===== src/rtl/toggle_event_decoder_if.sv =====
// Event handshake bundle between the toggle event decoder (master) and its consumer (slave).
interface toggle_event_decoder_if #(
  parameter int PEND_W = 2
);
  logic              event_ready;
  logic              event_valid;
  logic [PEND_W-1:0] pending;

  modport master (input event_ready, output event_valid, output pending);
  modport slave  (output event_ready, input event_valid, input pending);
endinterface


===== src/rtl/toggle_event_decoder.sv =====
// Receive end of a toggle-signalling event link: synchronise, detect, queue and count events.
// Optional glitch filter enabled by defining TOGGLE_EVENT_DECODER_FILTER_EN.
module toggle_event_decoder #(
  parameter int SYNC_STAGES   = 2,
  parameter int CNT_W         = 8,
  parameter int PEND_W        = 2,
  parameter int FILTER_CYCLES = 3
) (
  input  logic                  clk,
  input  logic                  reset_n,
  input  logic                  toggle_in,
  input  logic                  clear_stats,
  output logic                  level_out,
  output logic                  pulse_out,
  output logic [CNT_W-1:0]      event_count,
  output logic                  overflow,
  toggle_event_decoder_if.master evt
);

  localparam logic [PEND_W-1:0] MAX_PEND = '1;

  typedef enum logic [1:0] {IDLE, BUSY, FULL} state_t;

  state_t                 state, state_nxt;
  logic [SYNC_STAGES-1:0] sync_chain;
  logic                   sync_q;
  logic                   differ;
  logic                   det;
  logic                   acc;
  logic                   drop;
  logic                   valid_q;
  logic [PEND_W-1:0]      pend_q, pend_nxt;

  assign sync_q = sync_chain[SYNC_STAGES-1];
  assign differ = (sync_q != level_out);
  assign acc    = valid_q & evt.event_ready;

`ifdef TOGGLE_EVENT_DECODER_FILTER_EN
  // A change is only believed once it has persisted for FILTER_CYCLES cycles.
  logic [3:0] stable_cnt;

  assign det = differ && (stable_cnt == 4'(FILTER_CYCLES - 1));

  always_ff @(posedge clk) begin
    if (!reset_n) begin
      stable_cnt <= '0;
    end else if (!differ || det) begin
      stable_cnt <= '0;
    end else begin
      stable_cnt <= stable_cnt + 4'(1);
    end
  end
`else
  assign det = differ;
`endif

  always_ff @(posedge clk) begin
    if (!reset_n) begin
      sync_chain <= '0;
      level_out  <= 1'b0;
      pulse_out  <= 1'b0;
    end else begin
      sync_chain <= {sync_chain[SYNC_STAGES-2:0], toggle_in};
      pulse_out  <= det;
      if (det) begin
        level_out <= sync_q;
      end
    end
  end

  // Queue occupancy: a detect and an accept in the same cycle cancel, so FULL never drops then.
  always_comb begin
    pend_nxt = pend_q;
    drop     = 1'b0;
    case (state)
      IDLE: begin
        if (det) pend_nxt = pend_q + PEND_W'(1);
      end
      BUSY: begin
        if (det && !acc)      pend_nxt = pend_q + PEND_W'(1);
        else if (!det && acc) pend_nxt = pend_q - PEND_W'(1);
      end
      FULL: begin
        if (det && !acc)      drop     = 1'b1;
        else if (!det && acc) pend_nxt = pend_q - PEND_W'(1);
      end
      default: pend_nxt = '0;
    endcase

    if (pend_nxt == '0)            state_nxt = IDLE;
    else if (pend_nxt == MAX_PEND) state_nxt = FULL;
    else                           state_nxt = BUSY;
  end

  always_ff @(posedge clk) begin
    if (!reset_n) begin
      state       <= IDLE;
      pend_q      <= '0;
      valid_q     <= 1'b0;
      event_count <= '0;
      overflow    <= 1'b0;
    end else begin
      state   <= state_nxt;
      pend_q  <= pend_nxt;
      valid_q <= (pend_nxt != '0);

      if (clear_stats) begin
        event_count <= det ? CNT_W'(1) : '0;
      end else if (det) begin
        event_count <= event_count + CNT_W'(1);
      end

      // A drop in the clearing cycle must still be reported.
      if (drop) begin
        overflow <= 1'b1;
      end else if (clear_stats) begin
        overflow <= 1'b0;
      end
    end
  end

  assign evt.event_valid = valid_q;
  assign evt.pending     = pend_q;

endmodule


===== src/flat_wrapper.sv =====
// flat-port wrapper written by rule: the top's interface ports become plain ports
module toggle_event_decoder_flat 
#(
  parameter int SYNC_STAGES   = 2,
  parameter int CNT_W         = 8,
  parameter int PEND_W        = 2,
  parameter int FILTER_CYCLES = 3
)
  (clk, reset_n, toggle_in, clear_stats, level_out, pulse_out, event_count, overflow, evt_event_ready, evt_event_valid, evt_pending);
  toggle_event_decoder_if #(.PEND_W(PEND_W)) evt_i ();
  input  logic clk;
  input  logic reset_n;
  input  logic toggle_in;
  input  logic clear_stats;
  output logic level_out;
  output logic pulse_out;
  output logic [CNT_W-1:0] event_count;
  output logic overflow;
  input wire logic [$bits(evt_i.event_ready)-1:0] evt_event_ready;
  output wire logic [$bits(evt_i.event_valid)-1:0] evt_event_valid;
  output wire logic [$bits(evt_i.pending)-1:0] evt_pending;
  assign evt_i.event_ready = evt_event_ready;
  assign evt_event_valid = evt_i.event_valid;
  assign evt_pending = evt_i.pending;
  toggle_event_decoder #(.SYNC_STAGES(SYNC_STAGES), .CNT_W(CNT_W), .PEND_W(PEND_W), .FILTER_CYCLES(FILTER_CYCLES)) u_core (.clk(clk), .reset_n(reset_n), .toggle_in(toggle_in), .clear_stats(clear_stats), .level_out(level_out), .pulse_out(pulse_out), .event_count(event_count), .overflow(overflow), .evt(evt_i));
endmodule

===== config.mk =====
export PLATFORM = sky130hd
export DESIGN_NAME = toggle_event_decoder_flat
export DESIGN_NICKNAME = d
export VERILOG_FILES = /design/src/rtl/toggle_event_decoder_if.sv /design/src/rtl/toggle_event_decoder.sv /design/src/flat_wrapper.sv
export SDC_FILE = /design/constraint.sdc
export NUM_CORES = 1
export LEC_CHECK = 0
export ABC_AREA = 1
export BUFFER_PORTS_ARGS = -buffer_cell sky130_fd_sc_hd__buf_4
export CAP_MARGIN = 40
export CORE_MARGIN = 2
export CORE_UTILIZATION = 59
export CTS_BUF_LIST = sky130_fd_sc_hd__clkbuf_8
export CTS_CLUSTER_DIAMETER = 200
export DETAILED_ROUTE_END_ITERATION = 8
export PLACE_DENSITY = 0.86
export SLEW_MARGIN = 10
export SYNTH_ARGS = -nofsm -noshare
export SYNTH_HDL_FRONTEND = slang
export SYNTH_SLANG_ARGS = --single-unit

===== constraint.sdc =====
create_clock -name clk -period 2.15 [get_ports clk]
set_input_delay 0.215 -clock clk [delete_from_list [all_inputs] [get_ports clk]]
set_output_delay 0.215 -clock clk [all_outputs]
set_load 0.05 [all_outputs]

### After elaboration in Yosys (flattened, before gate mapping)

Index checks and enable logic that the tools add are counted.

* $add $sub $neg: 3
* equal/unequal tests: 4
* multiplexer cells: 13
* bitwise logic cells: 2
* reductions and logical operators: 10

Operators with widths (count)
* 8-bit two-way mux: 2
* 2-bit two-way mux: 5
* 8-bit by 1-bit adder with 8-bit output, second input constant: 1
* 2-bit case mux with 3 select lines: 1
* 2-bit nonzero test: 3
* 1-bit two-way mux: 5
* 2-bit == test, second input constant: 2
* 2-bit logical NOT: 2
* 2-bit by 1-bit adder with 2-bit output, second input constant: 1
* 2-bit by 1-bit == test with 1-bit output, second input constant: 1
* 1-bit logical AND: 2
* 1-bit logical NOT: 2
* 2-bit OR reduction: 1
* 2-bit by 1-bit subtractor with 2-bit output, second input constant: 1
* 1-bit AND: 1
* 1-bit inequality test: 1
* 1-bit inverter: 1

* register bits: 18
* input port bits: 5
* output and inout port bits: 14
* word-level logic and storage cells: 40

### Depth between registers and ports, before layout

Gate-level depths: netlist of the first run.

* word-level depth: 8
* depth in mapped cells: 10

### Worst setup path after synthesis of the first run

No wires, ideal clock.

* kind: reg2reg
* from: register u_core.level_out
* to: register u_core.state[0]
* library setup time: 118 ps
* data arrival time: 1448 ps
* setup slack: 584 ps
* cell stages (with the launch flop): 10
* period minus slack after synthesis: 1566 ps
* path through: dfxtp_1 > nand2_1 > nand2_2 > nand2_1 > nand2_1 > nor2_1 > nor2_1 > nor2_1 > nor2_1 > a21oi_2

* word-level cells in the longest chain between the ends: 8
* elaborated cells between the ends (all ways): 13

RTL lines
* start, declared: RTL line toggle_event_decoder.sv:13 `output logic level_out,`
* start signal, assigned: RTL line toggle_event_decoder.sv:66 `level_out <= sync_q;`
* 1-bit inequality test *: RTL line toggle_event_decoder.sv:35 `assign differ = (sync_q != level_out);`
* 1-bit logical NOT: RTL line toggle_event_decoder.sv:81, toggle_event_decoder.sv:85
* 1-bit logical AND: RTL line toggle_event_decoder.sv:81, toggle_event_decoder.sv:85
* 2-bit two-way mux: RTL line toggle_event_decoder.sv:81, toggle_event_decoder.sv:85
* 2-bit two-way mux (on tied branches): RTL line toggle_event_decoder.sv:84, toggle_event_decoder.sv:80
* 2-bit case mux with 3 select lines *: RTL line toggle_event_decoder.sv:75 `case (state)`
* 2-bit == test or 2-bit logical NOT (tied branches): RTL line toggle_event_decoder.sv:91, toggle_event_decoder.sv:90
* 2-bit two-way mux or 2-bit OR reduction (tied branches)
* end signal, assigned: RTL line toggle_event_decoder.sv:103 `state <= state_nxt;`
* end, declared: RTL line toggle_event_decoder.sv:24 `state_t state, state_nxt;`

Mark *: on every way between the ends. The rest lies on a longest branch, timed or not.
A chain may end at the register's enable or synchronous reset.

### Final worst setup path of the first run

* from: register u_core.pend_q[0], in the netlist u_core.evt.pending[0]
* to: register u_core.state[0]

* word-level cells in the longest chain between the ends: 6
* elaborated cells between the ends (all ways): 11

RTL lines
* start, declared: RTL line toggle_event_decoder.sv:32 `logic [PEND_W-1:0] pend_q, pend_nxt;`
* start signal, assigned: RTL line toggle_event_decoder.sv:104 `pend_q <= pend_nxt;`
* 2-bit by 1-bit subtractor with 2-bit output: RTL line toggle_event_decoder.sv:81, toggle_event_decoder.sv:85
* 2-bit two-way mux: RTL line toggle_event_decoder.sv:81, toggle_event_decoder.sv:85
* 2-bit two-way mux (on tied branches): RTL line toggle_event_decoder.sv:84, toggle_event_decoder.sv:80
* 2-bit case mux with 3 select lines *: RTL line toggle_event_decoder.sv:75
* 2-bit == test or 2-bit logical NOT (tied branches): RTL line toggle_event_decoder.sv:91, toggle_event_decoder.sv:90
* 2-bit two-way mux or 2-bit OR reduction (tied branches)

Marks and branches as above.

==> impl_results.rst, run 1 <==
.. list-table::
   :header-rows: 1

   * - Metric
     - Value
   * - Final worst path period need
     - 1360 ps
   * - Diodes inserted
     - 0
   * - Vias in the first global route
     - 777
   * - Area Overhead vs Synth
     - 23.5%
   * - Num ports
     - 19
   * - Die Outline Area
     - approximately 1800 um2
   * - First-iteration detailed-routing DRC count
     - 33
   * - Total count of hold-check failures in the final report
     - 0
   * - FF/Latch Area
     - 360 um2
   * - Count of clock tree sinks
     - 18
   * - Fraction of power consumed by the clock network
     - 26.9%
   * - Top Usage Layer GRT
     - met2
   * - Total of flip-flops plus latches after synthesis
     - 18
   * - Routed WL
     - 1840 um
   * - Longest Clk Path Bufs
     - 2
   * - Critical path data arrival time
     - 1560 ps
   * - Portion of total power attributed to combinational logic
     - 34.1%
   * - Mapped Area
     - 868 um2
   * - Startpoint-to-endpoint class of the critical path
     - register to register
   * - Cell count after synthesis
     - 135
   * - Clock transition at path regs
     - 70 ps
   * - Antenna violation net count after detailed routing
     - 0
   * - Die Y
     - between 40 and 50 um
   * - Antenna violations before repair
     - 0
   * - M2 GR Usage
     - 42.5%
   * - Max-Slew Margin vs Limit
     - 75.5%
   * - Max Fanout on Critical Path
     - 6
   * - Max frequency
     - approximately 740 MHz
   * - Remaining design rule violation count
     - 0
   * - CP most frequent cell
     - sky130_fd_sc_hd__nand2_1
   * - Number of max-capacitance violations reported
     - 0
   * - Number of warnings reported in the yosys synthesis log
     - 0
   * - Type of origin of the critical path
     - register
   * - Gates resized, CTS repair
     - 0
   * - Switching share of power
     - 37.9%
   * - CTS Root Cell
     - sky130_fd_sc_hd__clkbuf_8
   * - Worst slew pin tran
     - 366 ps
   * - Std-Cell Core Area
     - 1330 um2
   * - Worst-case vdd ir drop
     - 636 uV
   * - Overall routing resource usage
     - 22.7%
   * - Final worst clock skew
     - 2.28 ps
   * - Worst path max stage delay
     - 430 ps
   * - Utilization of the core after routing
     - 80.4%
   * - CP required
     - about 2400 ps
   * - Hold Buf Count CTS
     - 0
   * - Cell internal pwr
     - 0.646 mW
   * - Post-layout power
     - 1.04 mW
   * - Overflow left after global routing
     - 0
   * - Setup repair after global routing missed its margin
     - no
   * - Slack of the critical path
     - just under 800 ps
   * - Fill count
     - 100
   * - Share of layout cells above drive strength 1
     - around 17%
   * - First-pass GRT wire length
     - 3020 um
   * - Series of cell instances along the critical path
     - inv_1 > nand2_1 > nand2_1 > nand3_1 > nand2_1 > nand2_1 > nand2_1 > nand2_1 > nand2_1 > a21oi_2
   * - Static power due to leakage
     - 0.549 nW
   * - Most frequent cells in the layout
     - 38 x sky130_fd_sc_hd__nand2_1, 23 x sky130_fd_sc_hd__inv_1, 20 x sky130_fd_sc_hd__nor2_1
   * - Fraction of the cycle the final worst path needs
     - approximately 63%
   * - Result of the run
     - complete, no violations
   * - Routability congestion estimate from global placement
     - around 0.92
   * - Net count, final
     - around 160
   * - Power Density
     - just under 1000 nW/um2
   * - CTS tree
     - yes
   * - Type of the worst min-delay path
     - primary input to register
   * - Distinct cell type count after synthesis
     - 14
   * - Maximum number of pins on one net before global-route repair
     - 11
   * - Horizontal die dimension
     - 42.4 um
   * - Leading cell type in the layout, fill and taps excluded
     - sky130_fd_sc_hd__nand2_1
   * - Global routing usage on met1
     - roughly 22%
   * - Buffers inserted during post-CTS setup optimization
     - 0
   * - Input/output buffers
     - 18
   * - Area of the multi-input gates
     - 417 um2
   * - Routed length per instance
     - 10.8 um
   * - Via density
     - 5.26
   * - Detailed-routing iteration count for the pre-antenna-repair pass
     - 4
   * - Seq/Total Area, Yosys
     - 41.5%
   * - Worst slack at placement
     - 831 ps
   * - Detail Placement HPWL
     - 1380 um
   * - Number of levels the H-tree was split into
     - 1
   * - Met3 layer usage reported by global route
     - under 10%
   * - Critical Path End Type
     - register
   * - Vias post-DR
     - 899
   * - Number of buffers created by CTS
     - 3
   * - Number of nets in the synthesized netlist
     - between 100 and 150
   * - Reg2reg setup slack
     - 790 ps
   * - Skew-Pair Late Insertion Delay
     - 260 ps
   * - Switching power
     - 0.395 mW
   * - Final number of setup-violating endpoints
     - 0
   * - Part of the total power dissipated in sequential elements
     - about two fifths
   * - Effective utilization at floorplan
     - roughly two thirds
   * - Setup total negative slack
     - 0 ps
   * - Cell with the biggest individual delay on the critical path
     - sky130_fd_sc_hd__dfxtp_1
   * - Mean area per synthesized cell
     - 6.43 um2
   * - Max-slew violation count
     - 0
   * - Std-Cell Rows
     - 13
-- critical path: cells and delay by family, from the launching register on --
family          cells  cell delay, ps
buf+inv             1             120
compound gates      1             130
flops               1             430
simple gates        8             620
-- through the flow --
stage / hold WS [ps] / area (um2) / instances
6_report: 138 / 1070 / 171
5_1_grt: 149 / 1070 / 171
2_1_floorplan: 313 / 868 / 135
3_5_place_dp: 401 / 1020 / 167
4_1_cts: 140 / 1070 / 171
3_3_place_gp: 396 / 1020 / 167
-- layout make-up --
| type | count | area share [%] |
|---|---|---|
| Sequential cell | 18 | 33.6 |
| Timing Repair Buffer | 18 | 12.6 |
| Multi-Input combinational cell | 93 | 38.9 |
| Inverter | 23 | 8.05 |
| Clock buffer | 4 | 5.13 |
| Tap cell | 15 | 1.75 |
-- state kept, by name (all words and copies together), names as in the netlist --
name                    flops
u_core.sync_chain           2
u_core.event_count          8
u_core.level_out            1
u_core.overflow             1
u_core.evt.pending          2
u_core.pulse_out            1
u_core.state                2
u_core.evt.event_valid      1
-- synth_stat cells, drive strengths merged --
master   n  area [um2]
dfxtp   18         360
inv     23        86.3
nor2    20        75.1
a21oi    8        43.8
ha       1        12.5
nor3     4        20.0
nand3   13        70.1
nand2   40         160
clkbuf   1        5.00
o21ai    7        35.0
-- per-layer routing --
layer / vias up / part of all wire [%]
met1: 393 / 42
li1: 460 / -
met4: 0 / 3.9
met2: 37 / 49
met3: 9 / 5.8
met5: - / 0
-- power groups by stage --
stage | Combinational (mW) | Sequential, mW | Clock, mW
finish | 0.355 | 0.405 | 0.280
floorplan | 0.191 | 0.487 | 0
CTS | 0.355 | 0.404 | 0.280
global route | 0.392 | 0.410 | 0.296
detailed placement | 0.351 | 0.411 | 0
global placement | 0.345 | 0.409 | 0
-- worst paths after layout --
check | start | end | cells after the start
worst max-delay path | u_core.evt.pending[0]$_SDFF_PN0_ | u_core.state[0]$_SDFF_PP0_ | 10
worst min-delay path | toggle_in | u_core.sync_chain[0]$_SDFF_PN0_ | 3
worst min register to register | u_core.sync_chain[0]$_SDFF_PN0_ | u_core.sync_chain[1]$_SDFF_PN0_ | 2
worst max register to register | u_core.evt.pending[0]$_SDFF_PN0_ | u_core.state[0]$_SDFF_PP0_ | 10
-- kinds of logic (layout without fill, tap and decap cells) --
logic type / count (synthesis) / in the layout / synth area share [%]
adders and majority gates: 1 / 1 / 1.44
DFF: 18 / 18 / 41.5
buffers and inverters: 24 / 45 / 10.5
AOI/OAI and AO/OA: 15 / 15 / 9.08
and+or+nand+nor: 77 / 77 / 37.5
(Power assumes the default switching activity.)
==> run 2, diff against run 1 <==
--- a/config.mk
+++ b/config.mk
@@ -9,11 +9,11 @@
 export BUFFER_PORTS_ARGS = -buffer_cell sky130_fd_sc_hd__buf_4
 export CAP_MARGIN = 40
 export CORE_MARGIN = 2
-export CORE_UTILIZATION = 59
+export CORE_UTILIZATION = 54
 export CTS_BUF_LIST = sky130_fd_sc_hd__clkbuf_8
 export CTS_CLUSTER_DIAMETER = 200
 export DETAILED_ROUTE_END_ITERATION = 8
-export PLACE_DENSITY = 0.86
+export PLACE_DENSITY = 0.79
 export SLEW_MARGIN = 10
 export SYNTH_ARGS = -nofsm -noshare
 export SYNTH_HDL_FRONTEND = slang
==> constraint.sdc (replaced) <==
create_clock -name clk -period 1.3 [get_ports clk]
set_input_delay 0.13 -clock clk [delete_from_list [all_inputs] [get_ports clk]]
set_output_delay 0.13 -clock clk [all_outputs]
set_load 0.05 [all_outputs]
==> run 2 against run 1 <==
  * Register-to-register slack worse by 760 ps
  * Sequential share of layout area is 2.7 points lower
  * Final cell count is 4.1% higher
  * Largest cell class unchanged
==> impl_results.rst, run 2 (synthesis gave the netlist of run 1 again) <==
.. list-table::
   :header-rows: 1

   * - Metric
     - Value
   * - Max frequency
     - 788 MHz
   * - Vias in the first global route
     - roughly 800
   * - Max-Slew Margin vs Limit
     - 72.3%
   * - Area Overhead vs Synth
     - 44.2%
   * - Cell area reported after detailed placement
     - approximately 1000 um2
   * - Routed length per instance
     - between 10 and 15 um
   * - Longest Clk Path Bufs
     - 2
   * - Number of levels the H-tree was split into
     - 1
   * - Startpoint of the most critical register-to-register path
     - u_core.level_out$_SDFFE_PN0P_
   * - Worst slack at placement
     - 11.7 ps
   * - Effective utilization at floorplan
     - 57.6%
   * - Max Fanout on Critical Path
     - 8
   * - Critical Path Stages
     - 8
   * - Post-layout power
     - 1.75 mW
   * - Dpl cells
     - 169
   * - Worst hold-check slack
     - 54.0 ps
   * - Final worst clock skew
     - between 1.5 and 2 ps
   * - Worst path top cell family by delay
     - simple AND/OR/NAND/NOR gates
   * - Result of the run
     - complete, no violations
   * - Antenna violation net count after detailed routing
     - 0
   * - Startpoint-to-endpoint class of the critical path
     - register to register
   * - Die Outline Area
     - 1940 um2
   * - Number of buffers created by CTS
     - 3
   * - Die Y
     - 44.1 um
   * - Remaining design rule violation count
     - 0
   * - Vias post-DR
     - 940
   * - Power Density
     - about 1400 nW/um2
   * - Overflow left after global routing
     - 0
   * - Input/output buffers
     - 18
   * - First-iteration detailed-routing DRC count
     - 15
   * - Std-Cell Core Area
     - 1510 um2
   * - Largest register FFs
     - 8
   * - Reg-to-reg endpoint
     - u_core.event_count[7]$_SDFFE_PN0P_
   * - CTS tree
     - yes
   * - Worst slew pin tran
     - 414 ps
   * - Type of origin of the critical path
     - register
   * - Horizontal die dimension
     - 44.1 um
   * - Routability congestion estimate from global placement
     - approximately 0.88
   * - Fraction of the cycle the final worst path needs
     - 97.6%
   * - Num ports
     - 19
   * - Type of the worst min-delay path
     - primary input to register
   * - Critical Path End Type
     - register
   * - Termination of the worst setup path
     - u_core.event_count[7]$_SDFFE_PN0P_
   * - R2R depth
     - 8
   * - Setup repair after global routing missed its margin
     - yes
   * - Cell with the biggest individual delay on the critical path
     - sky130_fd_sc_hd__dfxtp_4
   * - Setup total negative slack
     - 0 ps
   * - CP required
     - 1440 ps
   * - CTS Root Cell
     - sky130_fd_sc_hd__clkbuf_8
   * - Post-route cell area
     - about 1300 um2
   * - Slack of the critical path
     - approximately 31 ps
   * - Register with the highest flop count
     - u_core.event_count
   * - Antenna violations before repair
     - 0
   * - Reg2reg setup slack
     - between 30 and 40 ps
   * - Std-Cell Rows
     - 14
   * - Utilization of the core after routing
     - 83.1%
   * - Most frequent cells in the layout
     - 26 x sky130_fd_sc_hd__nand2_1, 24 x sky130_fd_sc_hd__buf_4, 19 x sky130_fd_sc_hd__inv_1
   * - Total count of hold-check failures in the final report
     - 0
   * - Worst-case vdd ir drop
     - about 1100 uV
   * - Worst path max stage delay
     - 370 ps
   * - Number of buffers and inverters on the critical path
     - 1
   * - Series of cell instances along the critical path
     - inv_4 > nand2_4 > nand2_8 > nand3_4 > nor2_4 > nand2_2 > nor3_1 > nor3_2
   * - Critical path data arrival time
     - 1410 ps
   * - Leading cell type in the layout, fill and taps excluded
     - sky130_fd_sc_hd__nand2_1
   * - Detailed-routing iteration count for the pre-antenna-repair pass
     - 4
   * - Net count, final
     - approximately 170
   * - Detail Placement HPWL
     - 1330 um
   * - Share of layout cells above drive strength 1
     - around two fifths
   * - Maximum number of pins on one net before global-route repair
     - 11
   * - Overall routing resource usage
     - 21.0%
   * - Number of max-capacitance violations reported
     - 0
   * - Diodes inserted
     - 0
   * - Routed WL
     - 2000 um
   * - Static power due to leakage
     - 0.597 nW
   * - Count of clock tree sinks
     - 18
   * - Count of non-filler cells in the finished layout
     - 178
   * - Skew-Pair Late Insertion Delay
     - 250 ps
   * - Via density
     - about 5.3
   * - CP startpoint
     - u_core.level_out$_SDFFE_PN0P_
   * - Max-slew violation count
     - 0
   * - First-pass GRT wire length
     - ~3000 um
   * - Final worst path period need
     - between 1000 and 1500 ps
   * - Clock transition at path regs
     - 70 ps
   * - Final number of setup-violating endpoints
     - 0
==> run 2: cell type report <==
type / count / area, um2
inverter: 23 / 91.3
clock buffer: 3 / 41.3
sequential: 18 / 387
multi-input combinational: 93 / 529
tap: 16 / 20.0
clock inverter: 1 / 3.75
timing repair buffer: 24 / 180
fill: 103 / 254
==> run 2: per-layer routing <==
layer	share of wire [%]	global-route usage (%)	up-vias	routed length, um
li1	-	-	475	-
met1	44	23.9	427	868
met2	50	37.4	33	994
met3	4.9	3.67	5	97
met4	1.7	10.9	0	34
met5	0	0	-	0
==> run 2: worst reg2reg max path: cells and delay by family (launching register included) <==
| kind | cells | cell delay, ps |
|---|---|---|
| and+or+nand+nor | 7 | 700 |
| DFF | 1 | 370 |
| buffers and inverters | 1 | 80 |
==> run 2: how the worst min path moves through the flow <==
| stage | start | end | slack (ps) | cells after the start |
|---|---|---|---|---|
| final | toggle_in | u_core.sync_chain[0]$_SDFF_PN0_ | 50 | 3 |
| after global routing | toggle_in | u_core.sync_chain[0]$_SDFF_PN0_ | 60 | 3 |
| after CTS | toggle_in | u_core.sync_chain[0]$_SDFF_PN0_ | 60 | 3 |
| after detailed placement | toggle_in | u_core.sync_chain[0]$_SDFF_PN0_ | 320 | 3 |
| after global placement | toggle_in | u_core.sync_chain[0]$_SDFF_PN0_ | 320 | 3 |
| after floorplan | toggle_in | u_core.sync_chain[0]$_SDFF_PN0_ | 230 | 2 |
==> run 2: where the power goes <==
part | internal, mW | switching, mW | leakage [nW]
Sequential | 0.618 | 0.0650 | 0.152
Combinational | 0.223 | 0.443 | 0.417
Clock | 0.210 | 0.188 | 0.0269
Total | 1.05 | 0.696 | 0.597
==> run 2: what timing repair did <==
action,CTS,global route
resized for setup,4,37
pin swaps,3,9
setup endpoints to repair,4,9
hold buffers,0,0
buffers inserted,2,3
